==> config.mk <==
export PLATFORM = sky130hd
export DESIGN_NAME = spi_cmd_parser_flat
export DESIGN_NICKNAME = d
export VERILOG_FILES = /design/src/rtl/spi_cmd_parser_if.sv /design/src/rtl/spi_cmd_parser.sv /design/src/flat_wrapper.sv
export SDC_FILE = /design/constraint.sdc
export NUM_CORES = 1
export LEC_CHECK = 0
export CAP_MARGIN = 20
export CORE_ASPECT_RATIO = 1.4
export CORE_MARGIN = 10
export CORE_UTILIZATION = 55
export DETAILED_ROUTE_END_ITERATION = 6
export DONT_BUFFER_PORTS = 1
export PLACE_DENSITY = 0.79
export SETUP_SLACK_MARGIN = 0.5
export SYNTH_ARGS = -nofsm -noshare
export SYNTH_HDL_FRONTEND = slang
export SYNTH_SLANG_ARGS = --single-unit
export TNS_END_PERCENT = 100
==> constraint.sdc <==
create_clock -name user_clk -period 2.73 [get_ports user_clk]
set_input_delay 0.546 -clock user_clk [delete_from_list [all_inputs] [get_ports user_clk]]
set_output_delay 0.546 -clock user_clk [all_outputs]
set_load 0.02 [all_outputs]
==> src/rtl/spi_cmd_parser_if.sv <==
// Register-bus side of the SPI command parser: received words in, write/read strobes and
// transmit data out.
interface spi_cmd_parser_if #(
  parameter int unsigned WORD_WIDTH = 16,
  parameter int unsigned ADDR_WIDTH = 8
);
  logic                  i_rx_evt;
  logic [WORD_WIDTH-1:0] i_rx_data;
  logic                  o_wr_en;
  logic [ADDR_WIDTH-1:0] o_wr_addr;
  logic [WORD_WIDTH-1:0] o_wr_data;
  logic                  o_rd_en;
  logic [ADDR_WIDTH-1:0] o_rd_addr;
  logic                  i_rd_ack;
  logic [WORD_WIDTH-1:0] i_rd_data;
  logic                  o_tx_valid;
  logic [WORD_WIDTH-1:0] o_tx_data;
  logic                  o_err;
  logic                  o_err_sticky;
  logic                  i_err_clr;

  modport slave (
    input  i_rx_evt, i_rx_data, i_rd_ack, i_rd_data, i_err_clr,
    output o_wr_en, o_wr_addr, o_wr_data, o_rd_en, o_rd_addr,
    output o_tx_valid, o_tx_data, o_err, o_err_sticky
  );

  modport master (
    output i_rx_evt, i_rx_data, i_rd_ack, i_rd_data, i_err_clr,
    input  o_wr_en, o_wr_addr, o_wr_data, o_rd_en, o_rd_addr,
    input  o_tx_valid, o_tx_data, o_err, o_err_sticky
  );
endinterface

==> src/rtl/spi_cmd_parser.sv <==
// Decodes SPI received words (header + burst data/dummies) into register-bus writes and reads;
// frames end after an inter-word silence.
module spi_cmd_parser #(
  parameter int unsigned WORD_WIDTH   = 16,
  parameter int unsigned ADDR_WIDTH   = 8,
  parameter int unsigned WORD_TIMEOUT = 32'd4000,
  parameter int unsigned ACK_TIMEOUT  = 32'd256
) (
  input logic               user_clk,
  input logic               user_rst_n,
  spi_cmd_parser_if.slave   bus_io
);

  typedef enum logic [2:0] {StIdle, StWrData, StRdReq, StRdWait, StRdNext} state_e;

  localparam logic [ADDR_WIDTH-1:0] AddrOne = 1;

  state_e                state_q, state_d;
  logic [ADDR_WIDTH-1:0] addr_q, addr_d;
  logic [31:0]           word_tmr_q, word_tmr_d;
  logic [31:0]           ack_tmr_q, ack_tmr_d;
  logic                  wr_en_q, wr_en_d;
  logic [ADDR_WIDTH-1:0] wr_addr_q, wr_addr_d;
  logic [WORD_WIDTH-1:0] wr_data_q, wr_data_d;
  logic                  rd_en_q, rd_en_d;
  logic [ADDR_WIDTH-1:0] rd_addr_q, rd_addr_d;
  logic                  tx_valid_q, tx_valid_d;
  logic [WORD_WIDTH-1:0] tx_data_q, tx_data_d;
  logic                  err_q, err_d;
  logic                  err_sticky_q, err_sticky_d;

  logic rx_evt, ack_hit, ack_expired, word_expired;

  always_comb begin
    rx_evt       = bus_io.i_rx_evt;
    ack_hit      = (state_q == StRdWait) && bus_io.i_rd_ack;
    ack_expired  = (state_q == StRdWait) && !bus_io.i_rd_ack &&
                   (ack_tmr_q == 32'(ACK_TIMEOUT - 1));
    // A word arriving in the expiry cycle keeps the frame alive.
    word_expired = (state_q != StIdle) && !rx_evt && (word_tmr_q == 32'(WORD_TIMEOUT - 1));
  end

  always_ff @(posedge user_clk) begin
    if (!user_rst_n) state_q <= StIdle;
    else             state_q <= state_d;
  end

  always_comb begin
    state_d = state_q;
    unique case (state_q)
      StIdle:   if (rx_evt) state_d = bus_io.i_rx_data[WORD_WIDTH-1] ? StRdReq : StWrData;
      StWrData: if (word_expired) state_d = StIdle;
      StRdReq:  state_d = StRdWait;
      StRdWait: begin
        if (ack_hit || ack_expired) state_d = StRdNext;
        else if (word_expired)      state_d = StIdle;
      end
      StRdNext: begin
        if (rx_evt)            state_d = StRdReq;
        else if (word_expired) state_d = StIdle;
      end
      default:  state_d = StIdle;
    endcase
  end

  always_comb begin
    addr_d       = addr_q;
    wr_en_d      = 1'b0;
    wr_addr_d    = wr_addr_q;
    wr_data_d    = wr_data_q;
    rd_en_d      = 1'b0;
    rd_addr_d    = rd_addr_q;
    tx_valid_d   = 1'b0;
    tx_data_d    = tx_data_q;
    err_d        = 1'b0;
    word_tmr_d   = (state_q == StIdle || rx_evt || word_expired) ? 32'd0 : word_tmr_q + 32'd1;
    ack_tmr_d    = (state_q == StRdWait && !ack_hit && !ack_expired) ? ack_tmr_q + 32'd1 : 32'd0;
    unique case (state_q)
      StIdle: begin
        if (rx_evt) begin
          addr_d = bus_io.i_rx_data[ADDR_WIDTH-1:0];
          if (bus_io.i_rx_data[WORD_WIDTH-1]) begin
            rd_en_d   = 1'b1;
            rd_addr_d = bus_io.i_rx_data[ADDR_WIDTH-1:0];
          end
        end
      end
      StWrData: begin
        if (rx_evt) begin
          wr_en_d   = 1'b1;
          wr_addr_d = addr_q;
          wr_data_d = bus_io.i_rx_data;
          addr_d    = addr_q + AddrOne;
        end
      end
      StRdWait: begin
        if (ack_hit) begin
          tx_valid_d = 1'b1;
          tx_data_d  = bus_io.i_rd_data;
          addr_d     = addr_q + AddrOne;
        end else if (ack_expired) begin
          tx_valid_d = 1'b1;
          tx_data_d  = '0;
          err_d      = 1'b1;
          addr_d     = addr_q + AddrOne;
        end
      end
      StRdNext: begin
        if (rx_evt) begin
          rd_en_d   = 1'b1;
          rd_addr_d = addr_q;
        end
      end
      default: ;
    endcase
    err_sticky_d = err_d | (err_sticky_q & ~bus_io.i_err_clr);
  end

  always_ff @(posedge user_clk) begin
    if (!user_rst_n) begin
      addr_q       <= '0;
      word_tmr_q   <= '0;
      ack_tmr_q    <= '0;
      wr_en_q      <= 1'b0;
      wr_addr_q    <= '0;
      wr_data_q    <= '0;
      rd_en_q      <= 1'b0;
      rd_addr_q    <= '0;
      tx_valid_q   <= 1'b0;
      tx_data_q    <= '0;
      err_q        <= 1'b0;
      err_sticky_q <= 1'b0;
    end else begin
      addr_q       <= addr_d;
      word_tmr_q   <= word_tmr_d;
      ack_tmr_q    <= ack_tmr_d;
      wr_en_q      <= wr_en_d;
      wr_addr_q    <= wr_addr_d;
      wr_data_q    <= wr_data_d;
      rd_en_q      <= rd_en_d;
      rd_addr_q    <= rd_addr_d;
      tx_valid_q   <= tx_valid_d;
      tx_data_q    <= tx_data_d;
      err_q        <= err_d;
      err_sticky_q <= err_sticky_d;
    end
  end

  assign bus_io.o_wr_en      = wr_en_q;
  assign bus_io.o_wr_addr    = wr_addr_q;
  assign bus_io.o_wr_data    = wr_data_q;
  assign bus_io.o_rd_en      = rd_en_q;
  assign bus_io.o_rd_addr    = rd_addr_q;
  assign bus_io.o_tx_valid   = tx_valid_q;
  assign bus_io.o_tx_data    = tx_data_q;
  assign bus_io.o_err        = err_q;
  assign bus_io.o_err_sticky = err_sticky_q;

endmodule

==> src/flat_wrapper.sv <==
// flat-port wrapper written by rule: the top's interface ports become plain ports
module spi_cmd_parser_flat 
#(
  parameter int unsigned WORD_WIDTH   = 16,
  parameter int unsigned ADDR_WIDTH   = 8,
  parameter int unsigned WORD_TIMEOUT = 32'd4000,
  parameter int unsigned ACK_TIMEOUT  = 32'd256
)
  (user_clk, user_rst_n, bus_io_i_rx_evt, bus_io_i_rx_data, bus_io_i_rd_ack, bus_io_i_rd_data, bus_io_i_err_clr, bus_io_o_wr_en, bus_io_o_wr_addr, bus_io_o_wr_data, bus_io_o_rd_en, bus_io_o_rd_addr, bus_io_o_tx_valid, bus_io_o_tx_data, bus_io_o_err, bus_io_o_err_sticky);
  spi_cmd_parser_if #(.WORD_WIDTH(WORD_WIDTH), .ADDR_WIDTH(ADDR_WIDTH)) bus_io_i ();
  input logic user_clk;
  input logic user_rst_n;
  input wire logic [$bits(bus_io_i.i_rx_evt)-1:0] bus_io_i_rx_evt;
  input wire logic [$bits(bus_io_i.i_rx_data)-1:0] bus_io_i_rx_data;
  input wire logic [$bits(bus_io_i.i_rd_ack)-1:0] bus_io_i_rd_ack;
  input wire logic [$bits(bus_io_i.i_rd_data)-1:0] bus_io_i_rd_data;
  input wire logic [$bits(bus_io_i.i_err_clr)-1:0] bus_io_i_err_clr;
  output wire logic [$bits(bus_io_i.o_wr_en)-1:0] bus_io_o_wr_en;
  output wire logic [$bits(bus_io_i.o_wr_addr)-1:0] bus_io_o_wr_addr;
  output wire logic [$bits(bus_io_i.o_wr_data)-1:0] bus_io_o_wr_data;
  output wire logic [$bits(bus_io_i.o_rd_en)-1:0] bus_io_o_rd_en;
  output wire logic [$bits(bus_io_i.o_rd_addr)-1:0] bus_io_o_rd_addr;
  output wire logic [$bits(bus_io_i.o_tx_valid)-1:0] bus_io_o_tx_valid;
  output wire logic [$bits(bus_io_i.o_tx_data)-1:0] bus_io_o_tx_data;
  output wire logic [$bits(bus_io_i.o_err)-1:0] bus_io_o_err;
  output wire logic [$bits(bus_io_i.o_err_sticky)-1:0] bus_io_o_err_sticky;
  assign bus_io_i.i_rx_evt = bus_io_i_rx_evt;
  assign bus_io_i.i_rx_data = bus_io_i_rx_data;
  assign bus_io_i.i_rd_ack = bus_io_i_rd_ack;
  assign bus_io_i.i_rd_data = bus_io_i_rd_data;
  assign bus_io_i.i_err_clr = bus_io_i_err_clr;
  assign bus_io_o_wr_en = bus_io_i.o_wr_en;
  assign bus_io_o_wr_addr = bus_io_i.o_wr_addr;
  assign bus_io_o_wr_data = bus_io_i.o_wr_data;
  assign bus_io_o_rd_en = bus_io_i.o_rd_en;
  assign bus_io_o_rd_addr = bus_io_i.o_rd_addr;
  assign bus_io_o_tx_valid = bus_io_i.o_tx_valid;
  assign bus_io_o_tx_data = bus_io_i.o_tx_data;
  assign bus_io_o_err = bus_io_i.o_err;
  assign bus_io_o_err_sticky = bus_io_i.o_err_sticky;
  spi_cmd_parser #(.WORD_WIDTH(WORD_WIDTH), .ADDR_WIDTH(ADDR_WIDTH), .WORD_TIMEOUT(WORD_TIMEOUT), .ACK_TIMEOUT(ACK_TIMEOUT)) u_core (.user_clk(user_clk), .user_rst_n(user_rst_n), .bus_io(bus_io_i));
endmodule
=== Yosys cells after proc, flatten, opt, wreduce, memory -nomap -nowiden ===
Index checks and enable logic that the tools add are counted.

* Bits in registers: 128
* Bits in latches: 0
* RAM bits: 0
* Bits in read-only memories: 0
* Input bits: 37
* Output and inout bits: 53
* Logic and storage cells: 83
* Memories: 0

* $add $sub $neg: 3
* $mul: 0
* Divide/modulo/power cells: 0
* Magnitude comparators: 0
* Eq/ne operators: 11
* Shift operators: 0
* Mux-type cells: 25
* Bitwise logic cells: 4
* Reductions and logical operators: 27

{| class="wikitable"
|+ Operator list
! kind !! number
|-
| 32-bit by 1-bit adder with 32-bit output (second input constant) || 2
|-
| 8-bit 2-to-1 mux || 7
|-
| 32-bit by 12-bit == test with 1-bit output (second input constant) || 1
|-
| 32-bit by 8-bit == test with 1-bit output (second input constant) || 1
|-
| 16-bit 2-to-1 mux || 2
|-
| 8-bit case mux with 3 select lines || 1
|-
| 8-bit case mux with 2 select lines || 1
|-
| 3-bit case mux with 5 select lines || 1
|-
| 3-bit 2-to-1 mux || 4
|-
| 2-bit AND reduction || 5
|-
| 8-bit by 1-bit adder with 8-bit output (second input constant) || 1
|-
| 2-bit inequality test (second input constant) || 4
|-
| 4-bit AND reduction || 2
|-
| 1-bit logical AND || 7
|-
| 1-bit 2-to-1 mux || 7
|-
| 3-bit by 2-bit == test with 1-bit output (second input constant) || 2
|-
| 3-bit nonzero test || 2
|-
| 1-bit logical NOT || 4
|-
| 2-bit nonzero test || 2
|-
| 3-bit by 1-bit == test with 1-bit output (second input constant) || 1
|-
| 3-bit == test (second input constant) || 1
|-
| 3-bit logical NOT || 1
|-
| 1-bit logical OR || 3
|-
| 3-bit by 1-bit inequality test with 1-bit output (second input constant) || 1
|-
| other kinds (6) || 7
|}

=== Longest topological paths before layout ===
* Depth in word-level cells: 7
* Gate-level depth with buffers: 7
* Mapped depth without buffers: 6

=== Least setup slack after synthesis ===
Ideal clock, no wire load.

* Kind: register to register
* Start: reg u_core.ack_tmr_q[8]
* End: reg u_core.addr_q[2]
* Library setup time: 0.115 ns
* Arrival time: 1.687 ns
* Path slack: 0.929 ns
* Cell stages (with the launch flop): 7
* Path buffers: 1
* Period minus slack after synthesis: 1.801 ns
* Cells stage by stage: dfxtp_1 -> nor4_1 -> nand4_1 -> o31a_1 -> buf_2 -> o31a_1 -> o21a_1

* Cells in the longest elaborated chain, start to end: 4

{| class="wikitable"
|+ RTL lines
! item !! line !! source
|-
| start, declared || spi_cmd_parser.sv:21 || <nowiki>logic [31:0] ack_tmr_q, ack_tmr_d;</nowiki>
|-
| start signal, assigned || spi_cmd_parser.sv:136 || <nowiki>ack_tmr_q <= ack_tmr_d;</nowiki>
|-
| 32-bit by 8-bit == test with 1-bit output || spi_cmd_parser.sv:38 || <nowiki>(ack_tmr_q == 32'(ACK_TIMEOUT - 1));</nowiki>
|-
| 1-bit logical AND || spi_cmd_parser.sv:37 || <nowiki>ack_expired = (state_q == StRdWait) && !bus_io.i_rd_ack &&</nowiki>
|-
| 3-bit by 1-bit inequality test with 1-bit output (no source line) || n/a ||
|-
| 4-bit AND reduction (no source line) || n/a ||
|-
| end signal, assigned || spi_cmd_parser.sv:134 || <nowiki>addr_q <= addr_d;</nowiki>
|-
| end, declared || spi_cmd_parser.sv:19 || <nowiki>logic [ADDR_WIDTH-1:0] addr_q, addr_d;</nowiki>
|}

No other way between the ends.
A chain may end at the register's enable or synchronous reset.

=== Worst setup path in the final report ===
* Start: reg u_core.state_q[1]
* End: reg u_core.state_q[0]

* Cells in the longest elaborated chain, start to end: 6
* Elaborated cells between the ends (all ways): 17
* Classes of those cells: eq/ne (5); mux (4); reduce/logical (8)

{| class="wikitable"
|+ RTL lines
! item !! line !! source
|-
| start, declared || spi_cmd_parser.sv:18 || <nowiki>state_e state_q, state_d;</nowiki>
|-
| start signal, assigned || spi_cmd_parser.sv:44 || <nowiki>if (!user_rst_n) state_q <= StIdle;</nowiki>
|-
| start signal, assigned || spi_cmd_parser.sv:45 || <nowiki>else state_q <= state_d;</nowiki>
|-
| 3-bit nonzero test / 3-bit by 2-bit == test with 1-bit output (equally long branches) || n/a ||
|-
| 1-bit logical AND (on tied branches) (2 in a row) || spi_cmd_parser.sv:40, spi_cmd_parser.sv:37 ||
|-
| 3-bit 2-to-1 mux / 1-bit logical OR (equally long branches) || n/a ||
|-
| 3-bit 2-to-1 mux (on tied branches) || n/a ||
|-
| 3-bit case mux with 5 select lines || spi_cmd_parser.sv:50 || <nowiki>unique case (state_q)</nowiki>
|}

Several ways; a longest one is shown, not always the timed one.

==> run_results.csv <==
group,metric,value,unit
outcome,status,"finished, final reports clean",
yosys,synth-edff-count,0,
floorplan,die_h,139,µm
cts,cts_setup_buffers,0,
worst_setup_path,arrival,2440,ps
power,p_leak,2.12,nW
worst_hold_path,hold_path_class,"input pin to flip-flop",
worst_setup_path,worstPathCellList,"nand3b_1, nor2_1, o31a_1, o22ai_1, o22ai_1",
yosys,yosys.area_share.simple,0.273,
worst_setup_path,cp-end-kind,"flip-flop",
yosys,yosysTopAreaCell,"dfxtp_1",
place,dp_hpwl,9540,µm
floorplan,start_util,0.560,
grt,gr-total-overflow,0,
grt,antenna_found_initial,0,
routing,routed_wl,13300,µm
yosys,synth_xor_area_frac,0.0948,
timing,slew_viol_final,0,
yosys,yosysTopAreaCellShare,0.462,
timing,hold_ws,263,ps
final_layout,finalNetCount,686,
yosys,ys_warn_count,0,
cts,cts_buffers,17,
yosys,yosys.cell_count.top_type,"dfxtp_1",
final_layout,multiInputGateArea,2810,µm²
routing,drt_iter0_drc,333,
worst_setup_path,cp-start-kind,"flip-flop",
yosys,synth_flop_cell,"dfxtp_1",
timing,period_share,0.781,
yosys,syn_inst,649,
cts,path_clk_slew,60,ps
final_layout,syn2layout_area_growth,13.4,%
yosys,synthDistinctLibCells,52,
worst_setup_path,crit_type,"flip-flop to flip-flop",
power,power_density,682,nW/µm²
yosys,synthTopCellsByArea,"dfxtp_1, nor2_1, xor2_1, nand2_1, xnor2_1",
cts,htreeDepth,4,
final_layout,drive_gt1_frac,0.0822,
timing,fin_skew,7.93,ps
timing,tightest_slew,688,ps
yosys,yosysSeqAreaShare,0.462,
floorplan,die_x,105,µm
worst_setup_path,required,3040,ps
worst_setup_path,crit_path_frequent_cell,"o22ai_1",
routing,routedWlPerCell,16.7,µm
timing,rsz0062_at_grt,"yes",
yosys,muxShareOfSynthArea,0.0145,
yosys,synth-compound-area-share,0.113,
floorplan,core,9900,µm²
routing,vias_per_cell,5.78,
final_layout,fill_cells,825,
final_layout,ff_latch_area,2560,µm²
yosys,syn_area,5540,µm²
place,port_buffers,0,
yosys,yosys-top-cells-count,"dfxtp_1, nor2_1, nand2_1",
yosys,ys_seq_elements,128,
grt,grt_max_degree,37,
power,max-vdd-ir-drop,0.000468,V
grt,grt_usage,0.180,
yosys,synth_fa_ha_area_frac,0.00677,
cts,cts_max_path_buffers,2,
worst_setup_path,cp_max_fo,13,
routing,drc,0,
floorplan,core.rowCount,43,
run,maxCapViolations,0,
routing,ant_nets,0,
timing,hold_viol,0,
routing,first_pass_iters,6,
timing,timing.fmax,469,MHz
timing,setup_viol,0,
yosys,async_flop_share,0,
floorplan,die_area,14500,µm²
worst_setup_path,critPathMaxStageDelay,580,ps
yosys,avgSynthCellArea,8.54,µm²
cts,cts_tree,"yes",
grt,grt_first_pass_wirelength,21700,µm
routing,vias,4580,
cts,clock_latency,410,ps
timing,relSlewSlack,0.540,
yosys,synth_nets,689,
cts,clockRootBuffer,"clkbuf_16",
timing,period_minus_slack,2130,ps
yosys,synth_top_family_by_area,"simple AND/OR/NAND/NOR gates",
grt,grt_pass1_vias,4514,
place,gp_congestion,0.954,
timing,tns,0,ps
floorplan,ios,90,
worst_setup_path,slowest_stage,"dfxtp_1",
cts,cts.sinks,128,
final_layout,antenna_cells,0,
cell usage in the layout (no fill, tap or decap), types with 16 or more instances in the layout:
master and count:
nand4_1 28, a21oi_1 45, dfxtp_1 127, clkbuf_16 17, xnor2_1 26, a32o_1 16, nand2_1 76, xor2_1 34
nor2_1 103, nand3_1 29
final timing paths:
| path | start | end | slack (ps) | depth (start not counted) |
|---|---|---|---|---|
| max reg2reg | u_core.state_q[1] | u_core.state_q[0] | 600 | 5 |
| min reg2reg | u_core.word_tmr_q[0] | u_core.word_tmr_q[0] | 450 | 1 |
| max | u_core.state_q[1] | u_core.state_q[0] | 600 | 5 |
| min | bus_io_i_rd_data[12] | u_core.bus_io.o_tx_data[12] | 260 | 1 |
area by class of cell:
class,count,share of cell area
clock buffers,20,0.0727
repair buffers,14,0.0199
multi-input cells,473,0.447
flip-flops and latches,128,0.408
inverters,12,0.00717
well taps,135,0.0269
clock inverters,10,0.0181
repair_timing:
| item | CTS | global route |
|---|---|---|
| resized for setup | 1 | 1 |
| hold buffers | 0 | 0 |
| pin swaps | 0 | 0 |
| setup endpoints to repair | 1 | 1 |
metrics by stage:
step	utilization	total power, mW	worst slack, ps	instance area, µm²	std cells
global route	0.635	4.41	472	6280	792
detailed placement	0.576	2.15	554	5700	762
CTS	0.634	4.30	660	6270	792
finish	0.635	4.28	597	6280	792
global placement	0.572	2.14	643	5660	759
floorplan	-	2.11	929	5540	649
per-layer routing:
metal  share of wire  vias up  GRT usage
li1                -     2253          -
met1            0.37     2184      0.181
met2            0.56      121      0.336
met3           0.049       22     0.0516
met4           0.020        0     0.0725
met5               0        -          0
worst max-delay path: cells and delay by family, from the launching register on:
family           cells  cell delay (ps)
AO/OA/AOI/OAI        3              890
flip-flops           1              580
AND/OR/NAND/NOR      2              560
kinds of logic (layout without fill, tap and decap cells):
logic type | count (synthesis) | after routing
simple gates | 307 | 307
buf+inv | 48 | 56
compound gates | 95 | 95
flops | 128 | 128
xor+xnor | 60 | 60
mux | 8 | 8
fa+ha+maj | 3 | 3
sequential cells by signal (all words and copies together), names as in the netlist:
| signal | cells |
|---|---|
| u_core.ack_tmr_q | 32 |
| u_core.word_tmr_q | 32 |
| u_core.bus_io.o_tx_data | 16 |
| u_core.bus_io.o_wr_data | 16 |
| u_core.addr_q | 8 |
| u_core.bus_io.o_rd_addr | 8 |
| u_core.bus_io.o_wr_addr | 8 |
| u_core.state_q | 3 |
| u_core.bus_io.o_err | 1 |
| u_core.bus_io.o_err_sticky | 1 |
| u_core.bus_io.o_rd_en | 1 |
| u_core.bus_io.o_tx_valid | 1 |
| u_core.bus_io.o_wr_en | 1 |
power breakdown:
| group | total [mW] | internal (mW) | switching (mW) | leakage, nW |
|---|---|---|---|---|
| registers | 1.97 | 1.90 | 0.0665 | 1.03 |
| logic | 0.146 | 0.0586 | 0.0873 | 0.813 |
| clock network | 2.17 | 1.38 | 0.795 | 0.270 |
Power figures use the tool's default switching activity.
